**config.mk**
```make
export PLATFORM = sky130hd
export DESIGN_NAME = hazard_ctrl_flat
export DESIGN_NICKNAME = d
export VERILOG_FILES = /design/src/rtl/hazard_ctrl_if.sv /design/src/rtl/hazard_ctrl.sv /design/src/flat_wrapper.sv
export SDC_FILE = /design/constraint.sdc
export NUM_CORES = 1
export LEC_CHECK = 0
export CAP_MARGIN = 10
export CORE_ASPECT_RATIO = 1.1
export CORE_MARGIN = 4
export CORE_UTILIZATION = 35
export DETAILED_ROUTE_END_ITERATION = 12
export SYNTH_ARGS = -nofsm -noshare
export SYNTH_HDL_FRONTEND = slang
export SYNTH_SLANG_ARGS = --single-unit
```
**constraint.sdc**
```tcl
create_clock -name clk -period 1.75 [get_ports clk]
set_clock_uncertainty 0.2 [all_clocks]
set_input_delay 0.35 -clock clk [delete_from_list [all_inputs] [get_ports clk]]
set_output_delay 0.35 -clock clk [all_outputs]
set_load 0.05 [all_outputs]
```
**src/rtl/hazard_ctrl_if.sv**
```systemverilog
// Hazard controller bus: ID-stage instruction info in, forwarding selects and pipeline holds out.
interface hazard_ctrl_if #(
  parameter int unsigned REG_ADDR_W = 5
);
  logic                  id_valid;
  logic [REG_ADDR_W-1:0] id_rs;
  logic [REG_ADDR_W-1:0] id_rt;
  logic                  id_use_rs;
  logic                  id_use_rt;
  logic [REG_ADDR_W-1:0] id_rd;
  logic                  id_regwrite;
  logic                  id_memread;
  logic                  id_mdu;
  logic                  flush;
  logic [1:0]            fwd_a;
  logic [1:0]            fwd_b;
  logic                  stall;
  logic                  mdu_busy;

  modport master (
    output id_valid, id_rs, id_rt, id_use_rs, id_use_rt, id_rd,
           id_regwrite, id_memread, id_mdu, flush,
    input  fwd_a, fwd_b, stall, mdu_busy
  );

  modport slave (
    input  id_valid, id_rs, id_rt, id_use_rs, id_use_rt, id_rd,
           id_regwrite, id_memread, id_mdu, flush,
    output fwd_a, fwd_b, stall, mdu_busy
  );
endinterface

```
**src/rtl/hazard_ctrl.sv**
```systemverilog
// Stateful hazard/forwarding controller with shadow EX/MEM/WB tag pipeline.
// Define HAZARD_MDU_EN to enable multi-cycle MDU tracking (counter + mdu_busy).
module hazard_ctrl #(
  parameter int unsigned REG_ADDR_W = 5,
  parameter int unsigned MDU_LAT    = 4
) (
  input  logic         clk,
  input  logic         reset,
  hazard_ctrl_if.slave bus
);

  typedef logic [REG_ADDR_W-1:0] reg_t;

  typedef struct packed {
    logic v;
    reg_t rs;
    reg_t rt;
    logic use_rs;
    logic use_rt;
    reg_t rd;
    logic rw;
    logic mr;
    logic mdu;
  } ex_t;

  typedef struct packed {
    logic v;
    reg_t rd;
    logic rw;
  } st_t;

  ex_t  r_ex;
  st_t  r_mem;
  st_t  r_wb;
  ex_t  w_id;
  logic w_load_use;
  logic w_mdu_busy;
  logic w_stall;
  logic w_accept;
  logic w_unused;

  function automatic logic writes(input st_t s);
    return s.v & s.rw & (s.rd != '0);
  endfunction

  function automatic logic [1:0] fwd_sel(input logic rd_en, input reg_t src,
                                         input st_t mem, input st_t wb);
    if (rd_en && writes(mem) && mem.rd == src)     return 2'b10;
    else if (rd_en && writes(wb) && wb.rd == src)  return 2'b01;
    else                                           return 2'b00;
  endfunction

  always_comb begin
    w_id        = '0;
    w_id.v      = 1'b1;
    w_id.rs     = bus.id_rs;
    w_id.rt     = bus.id_rt;
    w_id.use_rs = bus.id_use_rs;
    w_id.use_rt = bus.id_use_rt;
    w_id.rd     = bus.id_rd;
    w_id.rw     = bus.id_regwrite;
    w_id.mr     = bus.id_memread;
    w_id.mdu    = bus.id_mdu;
  end

  always_comb begin
    w_load_use = r_ex.v & r_ex.mr & (r_ex.rd != '0) & bus.id_valid &
                 ((bus.id_use_rs & (bus.id_rs == r_ex.rd)) |
                  (bus.id_use_rt & (bus.id_rt == r_ex.rd)));
    w_stall    = w_load_use | w_mdu_busy;
    w_accept   = bus.id_valid & ~w_stall & ~bus.flush;
  end

  assign bus.fwd_a    = fwd_sel(r_ex.v & r_ex.use_rs, r_ex.rs, r_mem, r_wb);
  assign bus.fwd_b    = fwd_sel(r_ex.v & r_ex.use_rt, r_ex.rt, r_mem, r_wb);
  assign bus.stall    = w_stall;
  assign bus.mdu_busy = w_mdu_busy;

  // While the MDU holds EX, WB keeps draining and MEM is fed bubbles.
  always_ff @(posedge clk or posedge reset) begin
    if (reset) begin
      r_ex  <= '0;
      r_mem <= '0;
      r_wb  <= '0;
    end else begin
      r_wb <= r_mem;
      if (w_mdu_busy) begin
        r_mem <= '0;
      end else begin
        r_mem <= '{v: r_ex.v, rd: r_ex.rd, rw: r_ex.rw};
        r_ex  <= w_accept ? w_id : '0;
      end
    end
  end

`ifdef HAZARD_MDU_EN
  localparam int unsigned CW = $clog2(MDU_LAT) + 1;

  logic [CW-1:0] r_cnt;

  assign w_mdu_busy = (r_cnt != '0);

  always_ff @(posedge clk or posedge reset) begin
    if (reset) begin
      r_cnt <= '0;
    end else if (w_mdu_busy) begin
      r_cnt <= r_cnt - 1'b1;
    end else if (w_accept & bus.id_mdu) begin
      r_cnt <= CW'(MDU_LAT - 1);
    end
  end

  assign w_unused = r_ex.mdu;
`else
  assign w_mdu_busy = 1'b0;
  assign w_unused   = r_ex.mdu | bus.id_mdu | (MDU_LAT == 0);
`endif

endmodule

```
**src/flat_wrapper.sv**
```systemverilog
// flat-port wrapper written by rule: the top's interface ports become plain ports
module hazard_ctrl_flat 
#(
  parameter int unsigned REG_ADDR_W = 5,
  parameter int unsigned MDU_LAT    = 4
)
  (clk, reset, bus_id_valid, bus_id_rs, bus_id_rt, bus_id_use_rs, bus_id_use_rt, bus_id_rd, bus_id_regwrite, bus_id_memread, bus_id_mdu, bus_flush, bus_fwd_a, bus_fwd_b, bus_stall, bus_mdu_busy);
  hazard_ctrl_if #(.REG_ADDR_W(REG_ADDR_W)) bus_i ();
  input  logic clk;
  input  logic reset;
  input wire logic [$bits(bus_i.id_valid)-1:0] bus_id_valid;
  input wire logic [$bits(bus_i.id_rs)-1:0] bus_id_rs;
  input wire logic [$bits(bus_i.id_rt)-1:0] bus_id_rt;
  input wire logic [$bits(bus_i.id_use_rs)-1:0] bus_id_use_rs;
  input wire logic [$bits(bus_i.id_use_rt)-1:0] bus_id_use_rt;
  input wire logic [$bits(bus_i.id_rd)-1:0] bus_id_rd;
  input wire logic [$bits(bus_i.id_regwrite)-1:0] bus_id_regwrite;
  input wire logic [$bits(bus_i.id_memread)-1:0] bus_id_memread;
  input wire logic [$bits(bus_i.id_mdu)-1:0] bus_id_mdu;
  input wire logic [$bits(bus_i.flush)-1:0] bus_flush;
  output wire logic [$bits(bus_i.fwd_a)-1:0] bus_fwd_a;
  output wire logic [$bits(bus_i.fwd_b)-1:0] bus_fwd_b;
  output wire logic [$bits(bus_i.stall)-1:0] bus_stall;
  output wire logic [$bits(bus_i.mdu_busy)-1:0] bus_mdu_busy;
  assign bus_i.id_valid = bus_id_valid;
  assign bus_i.id_rs = bus_id_rs;
  assign bus_i.id_rt = bus_id_rt;
  assign bus_i.id_use_rs = bus_id_use_rs;
  assign bus_i.id_use_rt = bus_id_use_rt;
  assign bus_i.id_rd = bus_id_rd;
  assign bus_i.id_regwrite = bus_id_regwrite;
  assign bus_i.id_memread = bus_id_memread;
  assign bus_i.id_mdu = bus_id_mdu;
  assign bus_i.flush = bus_flush;
  assign bus_fwd_a = bus_i.fwd_a;
  assign bus_fwd_b = bus_i.fwd_b;
  assign bus_stall = bus_i.stall;
  assign bus_mdu_busy = bus_i.mdu_busy;
  hazard_ctrl #(.REG_ADDR_W(REG_ADDR_W), .MDU_LAT(MDU_LAT)) u_core (.clk(clk), .reset(reset), .bus(bus_i));
endmodule
```
==> out/summary.txt <==
Area Overhead vs Synth: 51.5%
I/O Pins: 30
Main synth FF type: dfrtp_1
Final-report setup violation count: 5
Final instance area: 2320 um^2
Drt wl/cell: 13.9 um
Setup TNS: -3250 ps
Min-delay worst type: register to register
Startpoint types: register
Worst Hold Path Cells: 0
Drt total wl: 3.46 mm
Sw Ratio: 24.1%
Flop pwr share: 50.3%
DRT iter0 DRCs: 36
Violated checks: setup timing
Worst setup path start: u_core.r_mem[1]$_DFF_PP0_
Critical path arrival: 1900 ps
Area of placed instances: 2110 um^2
EDFF count, synth: 0
Max Cap Viol: 0
Slew Limit Fails: 0
CP Class: register to output port
CTS Buf Count: 5
Fin. Hold Viols: 0
Vias in the first global route: 1223
Synth Register Bits: 34
Reg2Reg Depth: 5
DR pass1 iterations: 4
Die area: 5510 um^2
Top cells by area, synth: dfrtp_1, xnor2_1, a211oi_1
Fin worst setup slack: -696 ps
Remaining Overflow, GRT: 0
Post-DP HPWL: 2.58 mm
Largest net degree at the start of global routing: 35
Count leader, synth: dfrtp_1
Hold_sp: u_core.r_ex[2]$_DFF_PP0_
Share of the synthesized area in the top cell type: 55.5%
Post-synth design cell area: 1530 um^2
Lkg Pwr: 1.07 nW
Die H: 77.4 um
Initial core utilization: 37.6%
Setup slack, reg-to-reg: 10 ps
Post-synthesis net count: 162
Worst-Skew Late Latency: 280 ps
Synth cell count leaders: dfrtp_1, xnor2_1, inv_1
CP endpoint kind: output port
Cell variety after synth: 25
Layout cell share with drive strength beyond 1: 28.4%
Clock share of power: 34.7%
Final Wtd Congestion: 0.856
Final period util: 140%
Sequential area share after synthesis: 55.5%
Status: complete, but fails checks
CTS tree: yes
Syn Area/Cell: 11.1 um^2
Final min period: 2450 ps
Asr flop ratio synth: 100%
Root buffer cell: clkbuf_8
RSZ-0062 raised after global routing: true
Fillers: 370
# diodes: 0
Post-route DRC: 0
Hold-fix buffers, CTS: 0
GRT Util Overall: 13.0%
R2R Path Start: u_core.r_ex[3]$_DFF_PP0_
DIE WIDTH: 71.1 um
Nets@finish: 220
Post-Synthesis Cells: 138
Initial antenna violation count: 0
Max IR drop VDD: 0.000380 V
Worst-path fanout max: 2
Max frequency: 409 MHz
Std-Cell Rows: 24
Sw power: 0.404 mW
Cell internal pwr: 1.27 mW
Total core area: 4080 um^2
First-pass GRT wire length: 5.50 mm
Place WS: -570 ps
I/O Buffers: 27
YS warnings: 0
Clk slew on worst S/H paths: 70 ps
Post-route ant nets: 0
Vias per cell: 4.68
CTS sink count: 34
Comb pwr share: 15.0%
Largest area contributor in the netlist: dfrtp_1
Critical Path RT: 1200 ps
Vias: 1165
# H-tree levels: 2
Pwr/cell area: 721 nW/um^2
Post-route total power: 1.68 mW
Clock Path Buffers: 2
## flip-flops by register name, indices dropped and copies added, names as in the netlist
signal,cells
u_core.r_mem,7
u_core.r_wb,7
u_core.r_ex,20
## cell usage in the layout (no fill, tap or decap), types with 2 or more instances in the layout
master,n
xnor2_2,3
xnor2_1,20
dfrtp_1,34
clkdlybuf4s50_1,18
xor2_1,7
buf_4,25
a21oi_1,9
nand2_1,9
a211oi_2,3
clkbuf_8,6
nor3_4,3
buf_12,5
buf_6,5
a211oi_1,9
dlygate4sd2_1,4
nand3_1,2
inv_1,13
nand4_1,6
## final timing paths
| path | endpoint |
|---|---|
| min in group asynchronous | u_core.r_ex[2]$_DFF_PP0_ |
| worst max register to register | u_core.r_ex[17]$_DFF_PP0_ |
| max in group asynchronous | u_core.r_ex[7]$_DFF_PP0_ |
| worst min-delay path | u_core.r_mem[0]$_DFF_PP0_ |
| worst min register to register | u_core.r_mem[0]$_DFF_PP0_ |
| worst max-delay path | bus_fwd_b[0] |
## per-layer routing
metal | vias to the layer above | wire length [um] | global-route usage, %
met5 | - | 0 | 0
met4 | 0 | 80 | 6.77
met3 | 7 | 149 | 2.58
met2 | 33 | 1890 | 22.6
met1 | 543 | 1340 | 14.9
li1 | 582 | - | -
## area by class of cell
cell class                      count  area, um^2  area share (%)
Clock inverter                      1        5.00           0.215
Tap cell                           52        65.1            2.80
Multi-Input combinational cell     85         708            30.5
Sequential cell                    34         851            36.6
Inverter                           13        48.8            2.10
Timing Repair Buffer               57         559            24.1
Clock buffer                        7        86.3            3.72
## per-stage QoR
stage / instances / util [%] / hold WS, ps
6_report: 249 / 56.9 / 152
5_1_grt: 249 / 56.9 / 154
4_1_cts: 245 / 54.7 / 152
3_5_place_dp: 235 / 51.7 / 137
3_3_place_gp: 235 / 51.7 / 137
2_1_floorplan: 138 / - / 131
## cell families after synthesis
logic type,count (synthesis),synth area share (%)
AO/OA/AOI/OAI,24,11.2
AND/OR/NAND/NOR,30,10.9
other,1,0.244
flip-flops,34,55.5
XOR/XNOR,30,17.1
buffers and inverters,19,5.06
## critical path: stages (launching register included)
cell,delay (ps)
dfrtp_1,390
or4_4,570
o211ai_4,250
nor3_4,80
nor3_4,160
buf_12,160
## power groups by stage
stage          Combinational (mW)  Sequential (mW)  Clock (mW)
6_report                    0.251            0.842       0.582
5_1_grt                     0.273            0.845       0.633
4_1_cts                     0.238            0.841       0.604
3_5_place_dp                0.236            0.855           0
3_3_place_gp                0.232            0.855           0
2_1_floorplan               0.114            0.855           0
## timing repair
action | in CTS | in global routing
cloned | 0 | 1
pin swaps | 3 | 2
endpoints found under the hold margin | 0 | 0
endpoints found under the setup margin | 25 | 25
gates resized for setup | 8 | 12
setup buffers | 3 | 3
(Power assumes the default switching activity.)
